**src/rtl/round_sequencer.sv**
```systemverilog
// round_sequencer: single-clock game FSM that stores player1 codes in RAM,
// replays them as player2 targets, scores attempts and strobes the VGA path.
module round_sequencer #(
   parameter int ADDR_W   = 4,
   parameter int DATA_W   = 10,
   parameter int READ_LAT = 2
) (
   input  logic              clock,
   input  logic              reset,
   input  logic              next_n,
   input  logic              done_n,
   input  logic [DATA_W-1:0] p1_value,
   input  logic [1:0]        p2_correct,
   input  logic [DATA_W-1:0] ram_q,
   output logic [ADDR_W-1:0] ram_addr,
   output logic [DATA_W-1:0] ram_data,
   output logic              ram_wren,
   output logic              p1_reset_n,
   output logic              p2_reset_n,
   output logic              p1_active,
   output logic              p2_active,
   output logic [DATA_W-1:0] compare_value,
   output logic [ADDR_W:0]   code_count,
   output logic [ADDR_W-1:0] p2_index,
   output logic [ADDR_W:0]   score,
   output logic [2:0]        state,
   output logic              game_over,
   output logic              vga_strobe,
   output logic              vga_correct
);
   typedef enum logic [2:0] {
      IDLE = 3'd0, P1_ENTRY = 3'd1, P1_WRITE = 3'd2, P2_FETCH = 3'd3,
      P2_ENTRY = 3'd4, P2_CHECK = 3'd5, RESULT = 3'd6
   } state_t;
   localparam int WW = $clog2(READ_LAT + 1);
   state_t state_q, state_d;
   logic [2:0] next_sync_q, done_sync_q;
   logic [ADDR_W:0] code_count_q, code_count_d, score_q, score_d;
   logic [ADDR_W-1:0] p2_index_q, p2_index_d;
   logic [DATA_W-1:0] compare_q, compare_d, ram_data_q, ram_data_d;
   logic vga_correct_q, vga_correct_d, p1_rst_n_q, p1_rst_n_d, p2_rst_n_q, p2_rst_n_d;
   logic [WW-1:0] wait_q, wait_d;
   logic next_p, done_p, hit;
   // bits [1:0] synchronize, bit [2] remembers the previous level for edge detection
   assign next_p = next_sync_q[2] & ~next_sync_q[1];
   assign done_p = done_sync_q[2] & ~done_sync_q[1];
   assign hit    = p2_correct == 2'b01;
   always_ff @(posedge clock or posedge reset) begin
      if (reset) begin
         state_q       <= IDLE;
         next_sync_q   <= '1;
         done_sync_q   <= '1;
         code_count_q  <= '0;
         score_q       <= '0;
         p2_index_q    <= '0;
         compare_q     <= '0;
         ram_data_q    <= '0;
         vga_correct_q <= 1'b0;
         p1_rst_n_q    <= 1'b1;
         p2_rst_n_q    <= 1'b1;
         wait_q        <= '0;
      end else begin
         state_q       <= state_d;
         next_sync_q   <= {next_sync_q[1:0], next_n};
         done_sync_q   <= {done_sync_q[1:0], done_n};
         code_count_q  <= code_count_d;
         score_q       <= score_d;
         p2_index_q    <= p2_index_d;
         compare_q     <= compare_d;
         ram_data_q    <= ram_data_d;
         vga_correct_q <= vga_correct_d;
         p1_rst_n_q    <= p1_rst_n_d;
         p2_rst_n_q    <= p2_rst_n_d;
         wait_q        <= wait_d;
      end
   end
   always_comb begin
      state_d       = state_q;
      code_count_d  = code_count_q;
      score_d       = score_q;
      p2_index_d    = p2_index_q;
      compare_d     = compare_q;
      ram_data_d    = ram_data_q;
      vga_correct_d = vga_correct_q;
      p1_rst_n_d    = 1'b1;
      p2_rst_n_d    = 1'b1;
      wait_d        = '0;
      case (state_q)
         IDLE: begin
            code_count_d = '0;
            p2_index_d   = '0;
            score_d      = '0;
            if (done_p) begin
               state_d    = P1_ENTRY;
               p1_rst_n_d = 1'b0;
            end
         end
         P1_ENTRY: begin
            if (done_p) begin
               p2_index_d = '0;
               state_d    = (code_count_q == '0) ? RESULT : P2_FETCH;
            end else if (next_p && !code_count_q[ADDR_W]) begin
               ram_data_d = p1_value;
               p1_rst_n_d = 1'b0;
               state_d    = P1_WRITE;
            end
         end
         P1_WRITE: begin
            code_count_d = code_count_q + 1'b1;
            state_d      = P1_ENTRY;
         end
         P2_FETCH: begin
            if (wait_q == WW'(READ_LAT - 1)) begin
               compare_d  = ram_q;
               p2_rst_n_d = 1'b0;
               state_d    = P2_ENTRY;
            end else begin
               wait_d = wait_q + 1'b1;
            end
         end
         P2_ENTRY: state_d = done_p ? RESULT : next_p ? P2_CHECK : P2_ENTRY;
         P2_CHECK: begin
            vga_correct_d = hit;
            score_d       = score_q + {{ADDR_W{1'b0}}, hit};
            if (({1'b0, p2_index_q} + 1'b1) == code_count_q) begin
               state_d = RESULT;
            end else begin
               p2_index_d = p2_index_q + 1'b1;
               state_d    = P2_FETCH;
            end
         end
         RESULT: state_d = done_p ? IDLE : RESULT;
         default: state_d = IDLE;
      endcase
   end
   assign ram_addr      = (state_q == P1_WRITE) ? code_count_q[ADDR_W-1:0] : p2_index_q;
   assign ram_data      = ram_data_q;
   assign ram_wren      = state_q == P1_WRITE;
   assign p1_reset_n    = p1_rst_n_q;
   assign p2_reset_n    = p2_rst_n_q;
   assign p1_active     = state_q == P1_ENTRY;
   assign p2_active     = state_q == P2_ENTRY;
   assign compare_value = compare_q;
   assign code_count    = code_count_q;
   assign p2_index      = p2_index_q;
   assign score         = score_q;
   assign state         = state_q;
   assign game_over     = state_q == RESULT;
   assign vga_strobe    = state_q == P2_CHECK;
   assign vga_correct   = vga_correct_q;
endmodule

```
**config.mk**
```make
export PLATFORM = sky130hd
export DESIGN_NAME = round_sequencer
export DESIGN_NICKNAME = d
export VERILOG_FILES = /design/src/rtl/round_sequencer.sv
export SDC_FILE = /design/constraint.sdc
export NUM_CORES = 1
export LEC_CHECK = 0
export ABC_AREA = 1
export ABC_CLOCK_PERIOD_IN_PS = 1500
export CORE_AREA = 2 2 92 94
export CTS_BUF_LIST = sky130_fd_sc_hd__clkbuf_8
export DETAILED_ROUTE_END_ITERATION = 8
export DIE_AREA = 0 0 94 96
export DONT_BUFFER_PORTS = 1
export SLEW_MARGIN = 25
export SYNTH_ARGS = -nofsm -noshare
export SYNTH_HDL_FRONTEND = slang
export SYNTH_SLANG_ARGS = --single-unit
```
**constraint.sdc**
```tcl
create_clock -name clock -period 1.5 [get_ports clock]
set_input_delay 0.3 -clock clock [delete_from_list [all_inputs] [get_ports clock]]
set_output_delay 0.3 -clock clock [all_outputs]
set_load 0.01 [all_outputs]
```
==> impl_metrics.env, run 1 <==
export IMPL_run_status="finished, violations left"
export IMPL_violations_in_the_final_reports="negative setup slack"
export IMPL_clock_sink_count=48
export IMPL_power_density_nw_per_um2=1880
export IMPL_yosysSeqAreaShare_pct=51.0
export IMPL_drt_antenna_violating_nets=0
export IMPL_timing_hold_violations_final=0
export IMPL_synth_cell_area_um2=2370
export IMPL_synth_simple_gate_area_share_pct=21.4
export IMPL_placeableCoreArea_um2=8050
export IMPL_cell_at_the_root_of_the_clock_tree="sky130_fd_sc_hd__clkbuf_8"
export IMPL_ctsLongestPathBuffers=2
export IMPL_crit_path_cell_trace="inv_2 -> nand3_2 -> buf_12 -> nor2_4 -> a21oi_2 -> buf_4"
export IMPL_placer_congestion_estimate=0.839
export IMPL_fin_area_um2=3230
export IMPL_synth_avg_cell_area_um2=9.89
export IMPL_postSynthCellCount=240
export IMPL_irDropWorstVdd_v=0.000672
export IMPL_die_w_um=94
export IMPL_synth_adder_area_share_pct=2.63
export IMPL_number_of_warnings_reported_in_the_yosys_synthesis_log=0
export IMPL_achievable_freq_mhz=615
export IMPL_initial_core_util_pct=29.5
export IMPL_path_buf_inv=3
export IMPL_via_count=1786
export IMPL_worst_slew_pin_slew_ps=275
export IMPL_placedCellCount=372
export IMPL_timing_max_slew_rel_slack_pct=81.6
export IMPL_nNetsFinal=323
export IMPL_cell_taking_the_most_area_after_synthesis="sky130_fd_sc_hd__dfrtp_1"
export IMPL_postPlaceCellArea_um2=2760
export IMPL_leakage_uw=0.00159
export IMPL_fin_hold_ws_ps=139
export IMPL_maxCapViolCount=0
export IMPL_clk_insertion_delay_late_ps=300
export IMPL_grt_setup_unrepaired="true"
export IMPL_tritoncts="yes"
export IMPL_cp_start_kind="flip-flop"
export IMPL_worst_clock_skew_ps=7.87
export IMPL_postSynthRegisterBits=48
export IMPL_area_grow_syn2layout_pct=36.1
export IMPL_track_usage_pct=12.8
export IMPL_synth_compound_area_share_pct=4.69
export IMPL_detailed_place_hpwl_mm=3.79
export IMPL_worst_setup_path_end_kind="output pin"
export IMPL_grt_first_pass_wirelength_mm=9.01
export IMPL_drt_drc_violations_left=0
export IMPL_diodes=0
export IMPL_yosys_cell_types_count=29
export IMPL_setup_viol=24
export IMPL_yosys_mux_area_fraction_pct=12.5
export IMPL_routedWlPerCell_um=13.9
export IMPL_setup_ws_ps=-127
export IMPL_clock_tree_htree_level_count=2
export IMPL_grt_max_degree=49
export IMPL_worstSetupPathType="reg2out"
export IMPL_drtIter0Drc=41
export IMPL_avgViaCountPerCell=4.49
export IMPL_grt_pass1_vias=1834
export IMPL_required_ps=1200
export IMPL_fin_crit_sh_pct=108
export IMPL_critical_path_slowest_cell="sky130_fd_sc_hd__dfrtp_1"
export IMPL_grt_overflow=0
export IMPL_post_route_cells_drive_above_1_share_pct=44.4
export IMPL_port_buffers=0
export IMPL_pre_repair_dr_iteration_count=4
export IMPL_main_combinational_cell_family_by_area_after_synthesis="simple AND/OR/NAND/NOR gates"
export IMPL_fp_dieArea_um2=9020
export IMPL_antenna_found_initial=0
export IMPL_postRouteWirelength_mm=5.55
export IMPL_timing_critical_path_slowest_cell_delay_ps=430
export IMPL_layoutNonFillerInstCount=398
export IMPL_worst_hold_path_type="in2reg"
export IMPL_timing_critical_path_fanout_max=12
export IMPL_postSynthNetCount=271
export IMPL_path_delay_family="flip-flops"
export IMPL_final_max_slew_viol_count=0
export IMPL_rows=33
export IMPL_design_portCount=75
export IMPL_worst_ep_arrival_time_ps=1330
export IMPL_synthXorXnorAreaFrac_pct=0.738
export IMPL_yosys_top_cells_area="sky130_fd_sc_hd__dfrtp_1, sky130_fd_sc_hd__mux2_4, sky130_fd_sc_hd__dfstp_2"
export IMPL_post_synth_top_area_fraction_pct=42.1
export IMPL_clkSlewWorstSetupHoldPaths_ps=90
export IMPL_final_period_minus_worst_setup_slack_ps=1630
export IMPL_die_h_um=96
export IMPL_cts_made_buffers=5
export IMPL_totalNegativeSetupSlack_ps=-1300
synth_stat cells:
master,count
sky130_fd_sc_hd__o21ai_0,6
sky130_fd_sc_hd__mux2_4,19
sky130_fd_sc_hd__nand2_8,1
sky130_fd_sc_hd__nand2_2,3
sky130_fd_sc_hd__nand3_1,21
sky130_fd_sc_hd__buf_2,2
sky130_fd_sc_hd__o21bai_1,1
sky130_fd_sc_hd__o22ai_1,2
sky130_fd_sc_hd__nand2_1,50
sky130_fd_sc_hd__nor4_2,1
sky130_fd_sc_hd__ha_1,5
sky130_fd_sc_hd__dfstp_2,8
sky130_fd_sc_hd__nor2_1,19
sky130_fd_sc_hd__mux2_2,1
sky130_fd_sc_hd__o32ai_1,1
sky130_fd_sc_hd__nor2_8,1
sky130_fd_sc_hd__inv_4,1
sky130_fd_sc_hd__nor3_1,2
sky130_fd_sc_hd__nand2_4,1
sky130_fd_sc_hd__buf_6,2
sky130_fd_sc_hd__nand3_2,1
sky130_fd_sc_hd__a21oi_1,9
sky130_fd_sc_hd__xor2_1,2
sky130_fd_sc_hd__o31ai_1,1
sky130_fd_sc_hd__nor2_4,1
sky130_fd_sc_hd__dfrtp_1,40
sky130_fd_sc_hd__inv_1,29
sky130_fd_sc_hd__inv_2,5
sky130_fd_sc_hd__nand4_1,5
cell families (layout without fill, tap and decap cells):
group                    after synthesis  count (layout)
AO/OA/AOI/OAI                         20              20
buffers and inverters                 39              91
adder cells (fa/ha/maj)                5               5
AND/OR/NAND/NOR                      106             107
multiplexers                          20              20
XOR/XNOR                               2               2
flip-flops                            48              48
layer usage:
metal	vias up	GRT usage [%]	wire length [um]
met5	-	0	0
li1	885	-	-
met2	48	22.6	2790
met1	851	16.0	2460
met3	2	3.29	272
met4	0	2.17	23
final timing paths:
path / startpoint / to / slack, ps / cells past startpoint
worst max-delay path: state[2] / ram_addr[0] / -130 / 6
worst min-delay path: p1_value[8] / ram_data[8] / 140 / 1
worst max register to register: state[0] / state[0] / -80 / 13
worst min register to register: next_sync_q[0] / next_sync_q[1] / 360 / 0
max in group asynchronous: reset / next_sync_q[2] / 730 / 3
min in group asynchronous: reset / compare_value[8] / 490 / 3
per-stage QoR:
stage	setup WS, ps	util (%)	power, uW
floorplan	-33.8	-	3690
global placement	4.35	34.3	4410
detailed placement	-32.5	34.3	4450
CTS	-131	38.1	5780
global route	-218	40.1	6500
finish	-127	40.1	6070
state kept, by name, summed over array words and instances, names as in the netlist:
signal	count
score	5
wait_q	2
next_sync_q	3
p2_index	4
code_count	5
p1_reset_n	1
vga_correct	1
p2_reset_n	1
done_sync_q	3
ram_data	10
state	3
compare_value	10
layout make-up:
cell class,instances,area (um2)
clock inverters,3,42.5
multi-input cells,154,1170
clock buffers,5,68.8
repair buffers,48,459
well taps,105,131
inverters,35,146
fillers,788,4820
flip-flops and latches,48,1210
layout by cell type, fill, tap and decap left out, drive strengths merged, types with 6 or more instances in the layout:
cell type,instances
a21oi,9
buf,45
dfrtp,40
dfstp,8
inv,35
mux2,20
nand2,56
nand3,22
nor2,21
o21ai,6
power by group:
group / switching (uW) / leakage (uW) / internal [uW]
logic: 1480 / 0.000946 / 1460
clock network: 455 / 0.0000541 / 494
registers: 463 / 0.000585 / 1730
timing repair:
item,CTS,global route
hold buffers,3,0
resized for setup,26,32
endpoints found under the hold margin,42,0
endpoints found under the setup margin,14,31
buffers inserted,8,6
pin swaps,2,11
gates cloned,1,1
No activity file was read; power rests on OpenSTA's default activity.
==> inputs of run 2 (changes only) <==
--- a/config.mk
+++ b/config.mk
@@ -8,7 +8,7 @@
 export ABC_AREA = 1
 export ABC_CLOCK_PERIOD_IN_PS = 1500
 export CORE_AREA = 2 2 92 94
-export CTS_BUF_LIST = sky130_fd_sc_hd__clkbuf_8
+export CTS_BUF_LIST = sky130_fd_sc_hd__clkbuf_16
 export DETAILED_ROUTE_END_ITERATION = 8
 export DIE_AREA = 0 0 94 96
 export DONT_BUFFER_PORTS = 1
==> run 2 against run 1 <==
First-iteration DRC count up 76%. The run still ends with negative setup slack left. Critical endpoint is now ram_addr[2]. Largest cell class unchanged. Hold slack improved by 13 ps. Setup slack lost 3.1 ps. Sequential power about the same. Via count increased by 1.2%.
==> impl_metrics.env, run 2 (synthesis results as in run 1) <==
export IMPL_run_status="finished, violations left"
export IMPL_violations_in_the_final_reports="negative setup slack"
export IMPL_port_buffers=0
export IMPL_worst_setup_path_end_kind="output pin"
export IMPL_cts_made_buffers=5
export IMPL_nNetsFinal=324
export IMPL_critical_path_slowest_cell="sky130_fd_sc_hd__dfrtp_1"
export IMPL_clk_insertion_delay_late_ps=290
export IMPL_mostFrequentLayoutCells="sky130_fd_sc_hd__nand2_1, sky130_fd_sc_hd__dfrtp_1, sky130_fd_sc_hd__buf_4"
export IMPL_die_w_um=94
export IMPL_path_delay_family="flip-flops"
export IMPL_timing_critical_path_fanout_max=6
export IMPL_setup_ws_ps=-130
export IMPL_final_max_slew_viol_count=0
export IMPL_fp_dieArea_um2=9020
export IMPL_post_route_cells_drive_above_1_share_pct=43.9
export IMPL_design_portCount=75
export IMPL_tritoncts="yes"
export IMPL_placedCellCount=372
export IMPL_track_usage_pct=12.6
export IMPL_detailed_place_hpwl_mm=3.79
export IMPL_path_buf_inv=3
export IMPL_final_seq_area_um2=1210
export IMPL_r2r_worst_path_cells=9
export IMPL_postRouteWirelength_mm=5.72
export IMPL_worst_hold_path_type="in2reg"
export IMPL_grt_setup_unrepaired="true"
export IMPL_die_h_um=96
export IMPL_antenna_found_initial=0
export IMPL_hold_path_startpoint="p1_value[8]"
export IMPL_area_grow_syn2layout_pct=38.6
export IMPL_worst_slew_pin_slew_ps=275
export IMPL_irDropWorstVdd_v=0.000673
export IMPL_worst_clock_skew_ps=6.17
export IMPL_setup_viol=23
export IMPL_layoutNonFillerInstCount=399
export IMPL_postPlaceCellArea_um2=2760
export IMPL_drt_antenna_violating_nets=0
export IMPL_filler_cell_count=763
export IMPL_grt_overflow=0
export IMPL_r2r_setup_slack_ps=-80
export IMPL_final_period_minus_worst_setup_slack_ps=1630
export IMPL_placer_congestion_estimate=0.839
export IMPL_worst_ep_arrival_time_ps=1330
export IMPL_drtIter0Drc=72
export IMPL_hold_depth=1
export IMPL_required_ps=1200
export IMPL_pre_repair_dr_iteration_count=4
export IMPL_crit_path_cell_trace="inv_2 -> nand3_4 -> clkbuf_16 -> o21ai_2 -> buf_4"
export IMPL_diodes=0
export IMPL_grt_first_pass_wirelength_mm=8.83
export IMPL_via_count=1808
export IMPL_clkSlewWorstSetupHoldPaths_ps=70
export IMPL_achievable_freq_mhz=613
export IMPL_fin_hold_ws_ps=153
export IMPL_rows=33
export IMPL_timing_max_slew_rel_slack_pct=81.6
export IMPL_fin_crit_sh_pct=109
export IMPL_worstSetupPathType="reg2out"
export IMPL_avgViaCountPerCell=4.53
export IMPL_cp_start_kind="flip-flop"
export IMPL_initial_core_util_pct=29.5
export IMPL_min_delay_worst_endpoint="ram_data[8]"
export IMPL_grt_pass1_vias=1792
export IMPL_layout_commonest_cell="sky130_fd_sc_hd__nand2_1"
export IMPL_timing_hold_violations_final=0
export IMPL_leakage_uw=0.00161
export IMPL_timing_critical_path_slowest_cell_delay_ps=420
export IMPL_placeableCoreArea_um2=8050
export IMPL_power_density_nw_per_um2=1960
export IMPL_clock_tree_htree_level_count=2
export IMPL_fin_area_um2=3290
export IMPL_multi_input_gate_area_in_the_final_layout_um2=1150
export IMPL_cell_at_the_root_of_the_clock_tree="sky130_fd_sc_hd__clkbuf_16"
export IMPL_ctsLongestPathBuffers=2
export IMPL_drt_drc_violations_left=0
export IMPL_regToRegStartpoint="p2_index[0]"
export IMPL_grt_max_degree=49
export IMPL_maxCapViolCount=0
export IMPL_worst_r2r_endpoint="p2_index[0]"
export IMPL_total_power_uw=6460
export IMPL_routedWlPerCell_um=14.3
export IMPL_clock_sink_count=48
[run 2: changes by cell type in the layout (fill, tap and decap cells not counted), sizes merged]
| cell | delta |
|---|---|
| buf | -1 |
| clkbuf | +2 |
| clkinv | +1 |
| inv | -1 |
[run 2: worst max path at each step]
stage,startpoint,endpoint,cells past startpoint
6_report,state[2],ram_addr[2],5
5_1_grt,state[2],ram_addr[0],6
4_1_cts,state[2],ram_addr[0],6
3_5_place_dp,p2_index[0],state[0],11
3_3_place_gp,p2_index[0],state[0],11
2_1_floorplan,reset,p2_index[0],1
[run 2: metrics by stage]
step	TNS, ps	util (%)	setup WS (ps)
after global routing	-2730	40.9	-210
after floorplan	-33.8	-	-33.8
final	-1180	40.9	-130
after global placement	0	34.3	4.35
after detailed placement	-32.5	34.3	-32.5
after CTS	-679	37.9	-106
[run 2: where the power goes]
group          switching (uW)  internal, uW  total, uW
Clock                     494           784       1280
Sequential                469          1730       2200
Combinational            1500          1490       2990
Total                    2460          4000       6460
[run 2: timing repair]
action,CTS,global route
pin swaps,1,9
gates resized for setup,24,30
gates cloned,0,3
hold buffers,3,0
endpoints found under the setup margin,11,26
setup buffers,3,10
endpoints found under the hold margin,42,0
[run 2: per-layer routing]
layer	share of wire [%]	track usage [%]	up-vias
li1	-	-	883
met1	43	15.5	853
met2	50	21.9	65
met3	5.9	3.84	7
met4	1.3	2.78	0
met5	0	0	-
[run 2: worst register-to-register path, delay by kind of cell (launching register included)]
family	cells	cell delay (ps)
AND/OR/NAND/NOR	8	810
flip-flops	1	430
adder cells (fa/ha/maj)	1	280
[run 2: cell type report]
type                       instances  share of cell area (%)
tap                              105                    3.99
multi-input combinational        154                    34.9
clock buffer                       5                    3.80
clock inverter                     3                    1.29
inverter                          35                    4.83
timing repair buffer              49                    14.3
sequential                        48                    36.9
==> inputs of run 3 (changes only) <==
--- a/config.mk
+++ b/config.mk
@@ -12,6 +12,8 @@
 export DETAILED_ROUTE_END_ITERATION = 8
 export DIE_AREA = 0 0 94 96
 export DONT_BUFFER_PORTS = 1
+export HOLD_SLACK_MARGIN = 0.08
+export SKIP_LAST_GASP = 1
 export SLEW_MARGIN = 25
 export SYNTH_ARGS = -nofsm -noshare
 export SYNTH_HDL_FRONTEND = slang
==> run 3 against run 2 <==
The flow still finishes with violations (negative setup slack). Critical path depth grew 1. Register-to-register slack barely moved. Total power decreased by 1.4%. Via count decreased by 1.2%. Sequential power about the same. Clock skew shrank 2.3 ps. Die area unchanged. Clock power hardly changed. Global-route usage down 0.069 points. Cell count shrank 0.50%.
==> impl_metrics.env, run 3 (synthesis results as in run 1) <==
export IMPL_run_status="finished, violations left"
export IMPL_violations_in_the_final_reports="negative setup slack"
export IMPL_area_grow_syn2layout_pct=37.2
export IMPL_filler_cell_count=779
export IMPL_grt_pass1_vias=1779
export IMPL_setup_ws_ps=-127
export IMPL_grt_first_pass_wirelength_mm=8.78
export IMPL_drtIter0Drc=68
export IMPL_track_usage_pct=12.6
export IMPL_timing_critical_path_fanout_max=6
export IMPL_leakage_uw=0.00160
export IMPL_fin_crit_sh_pct=108
export IMPL_maxCapViolCount=0
export IMPL_cts_made_buffers=5
export IMPL_design_portCount=75
export IMPL_pre_cts_ws_ps=-32.5
export IMPL_crit_path_cell_trace="inv_2 -> nand3_4 -> clkbuf_16 -> nand2_1 -> o21ai_1 -> buf_4"
export IMPL_clk_insertion_delay_late_ps=290
export IMPL_critical_path_slowest_cell="sky130_fd_sc_hd__dfrtp_1"
export IMPL_grt_overflow=0
export IMPL_ctsLongestPathBuffers=2
export IMPL_worst_setup_path_end_kind="output pin"
export IMPL_drt_drc_violations_left=0
export IMPL_rows=33
export IMPL_required_ps=1200
export IMPL_antenna_found_initial=0
export IMPL_cell_at_the_root_of_the_clock_tree="sky130_fd_sc_hd__clkbuf_16"
export IMPL_grt_setup_unrepaired="true"
export IMPL_total_power_uw=6370
export IMPL_placer_congestion_estimate=0.839
export IMPL_initial_core_util_pct=29.5
export IMPL_clock_sink_count=48
export IMPL_clock_tree_htree_level_count=2
export IMPL_irDropWorstVdd_v=0.000664
export IMPL_diodes=0
export IMPL_worst_ep_arrival_time_ps=1330
export IMPL_postRouteWirelength_mm=5.65
export IMPL_timing_hold_violations_final=0
export IMPL_clkSlewWorstSetupHoldPaths_ps=70
export IMPL_tritoncts="yes"
export IMPL_layout_commonest_cell="sky130_fd_sc_hd__nand2_1"
export IMPL_die_w_um=94
export IMPL_pre_repair_dr_iteration_count=4
export IMPL_detailed_place_hpwl_mm=3.79
export IMPL_worst_hold_path_type="in2reg"
export IMPL_worst_slew_pin_slew_ps=360
export IMPL_postLayoutCoreUtil_pct=40.5
export IMPL_placeableCoreArea_um2=8050
export IMPL_avgViaCountPerCell=4.50
export IMPL_die_h_um=96
export IMPL_port_buffers=0
export IMPL_worst_clock_skew_ps=3.86
export IMPL_timing_max_slew_rel_slack_pct=76.0
export IMPL_setup_viol=24
export IMPL_achievable_freq_mhz=615
export IMPL_routedWlPerCell_um=14.2
export IMPL_final_period_minus_worst_setup_slack_ps=1630
export IMPL_nNetsFinal=322
export IMPL_grt_max_degree=49
export IMPL_mostFrequentLayoutCells="sky130_fd_sc_hd__nand2_1, sky130_fd_sc_hd__dfrtp_1, sky130_fd_sc_hd__buf_4"
export IMPL_post_route_cells_drive_above_1_share_pct=41.8
export IMPL_timing_critical_path_slowest_cell_delay_ps=420
export IMPL_cp_start_kind="flip-flop"
export IMPL_drt_antenna_violating_nets=0
export IMPL_fp_dieArea_um2=9020
export IMPL_power_density_nw_per_um2=1960
export IMPL_worstSetupPathType="reg2out"
export IMPL_via_count=1786
export IMPL_final_max_slew_viol_count=0
run 3: cell types whose count changed in the layout (fill, tap and decap cells not counted), sizes merged:
cell  delta
buf      -2
run 3: power by group:
part | internal [uW] | leakage [uW] | switching [uW] | total (uW)
Clock | 783 | 0.0000798 | 491 | 1270
Sequential | 1730 | 0.000587 | 456 | 2180
Combinational | 1440 | 0.000932 | 1470 | 2910
run 3: path summary, 6_finish.rpt:
kind | slack (ps) | to | cells past startpoint | start
max reg2reg | -80 | p2_index[3] | 10 | p2_index[1]
min | 150 | ram_data[8] | 1 | p1_value[8]
max | -130 | ram_addr[3] | 6 | state[2]
min in group asynchronous | 510 | ram_data[0] | 3 | reset
min reg2reg | 360 | next_sync_q[1] | 0 | next_sync_q[0]
max in group asynchronous | 710 | p1_reset_n | 3 | reset
run 3: what timing repair did:
action                                  4_1_cts  5_1_grt
cloned                                        0        3
buffers inserted                              3        8
resized for setup                            15       33
endpoints found under the hold margin        42        0
endpoints found under the setup margin       11       26
hold buffers                                  3        0
pin swaps                                     0       11
run 3: routing by layer:
metal	vias to the layer above	part of all wire (%)	track usage (%)
li1	882	-	-
met1	845	43	15.5
met2	56	51	21.7
met3	3	5.6	3.84
met4	0	0.58	2.78
met5	-	0	0
run 3: critical path: cells and delay by family (launching register included):
kind	cells	cell delay (ps)
buffers and inverters	3	420
flip-flops	1	420
AO/OA/AOI/OAI	1	60
AND/OR/NAND/NOR	2	140
run 3: final cells by class:
type / instances / area (um2) / area share [%]
sequential: 48 / 1210 / 37.3
multi-input combinational: 154 / 1130 / 34.6
timing repair buffer: 47 / 459 / 14.1
inverter: 35 / 159 / 4.88
tap: 105 / 131 / 4.03
clock buffer: 5 / 125 / 3.84
clock inverter: 3 / 42.5 / 1.31
run 3: per-stage QoR:
stage	TNS [ps]	hold slack (ps)	cell area, um2	cells
global route	-3160	141	3260	397
detailed placement	-32.5	251	2760	372
finish	-1480	155	3260	397
global placement	0	249	2760	372
floorplan	-33.8	304	2390	240
CTS	-1230	147	3020	386
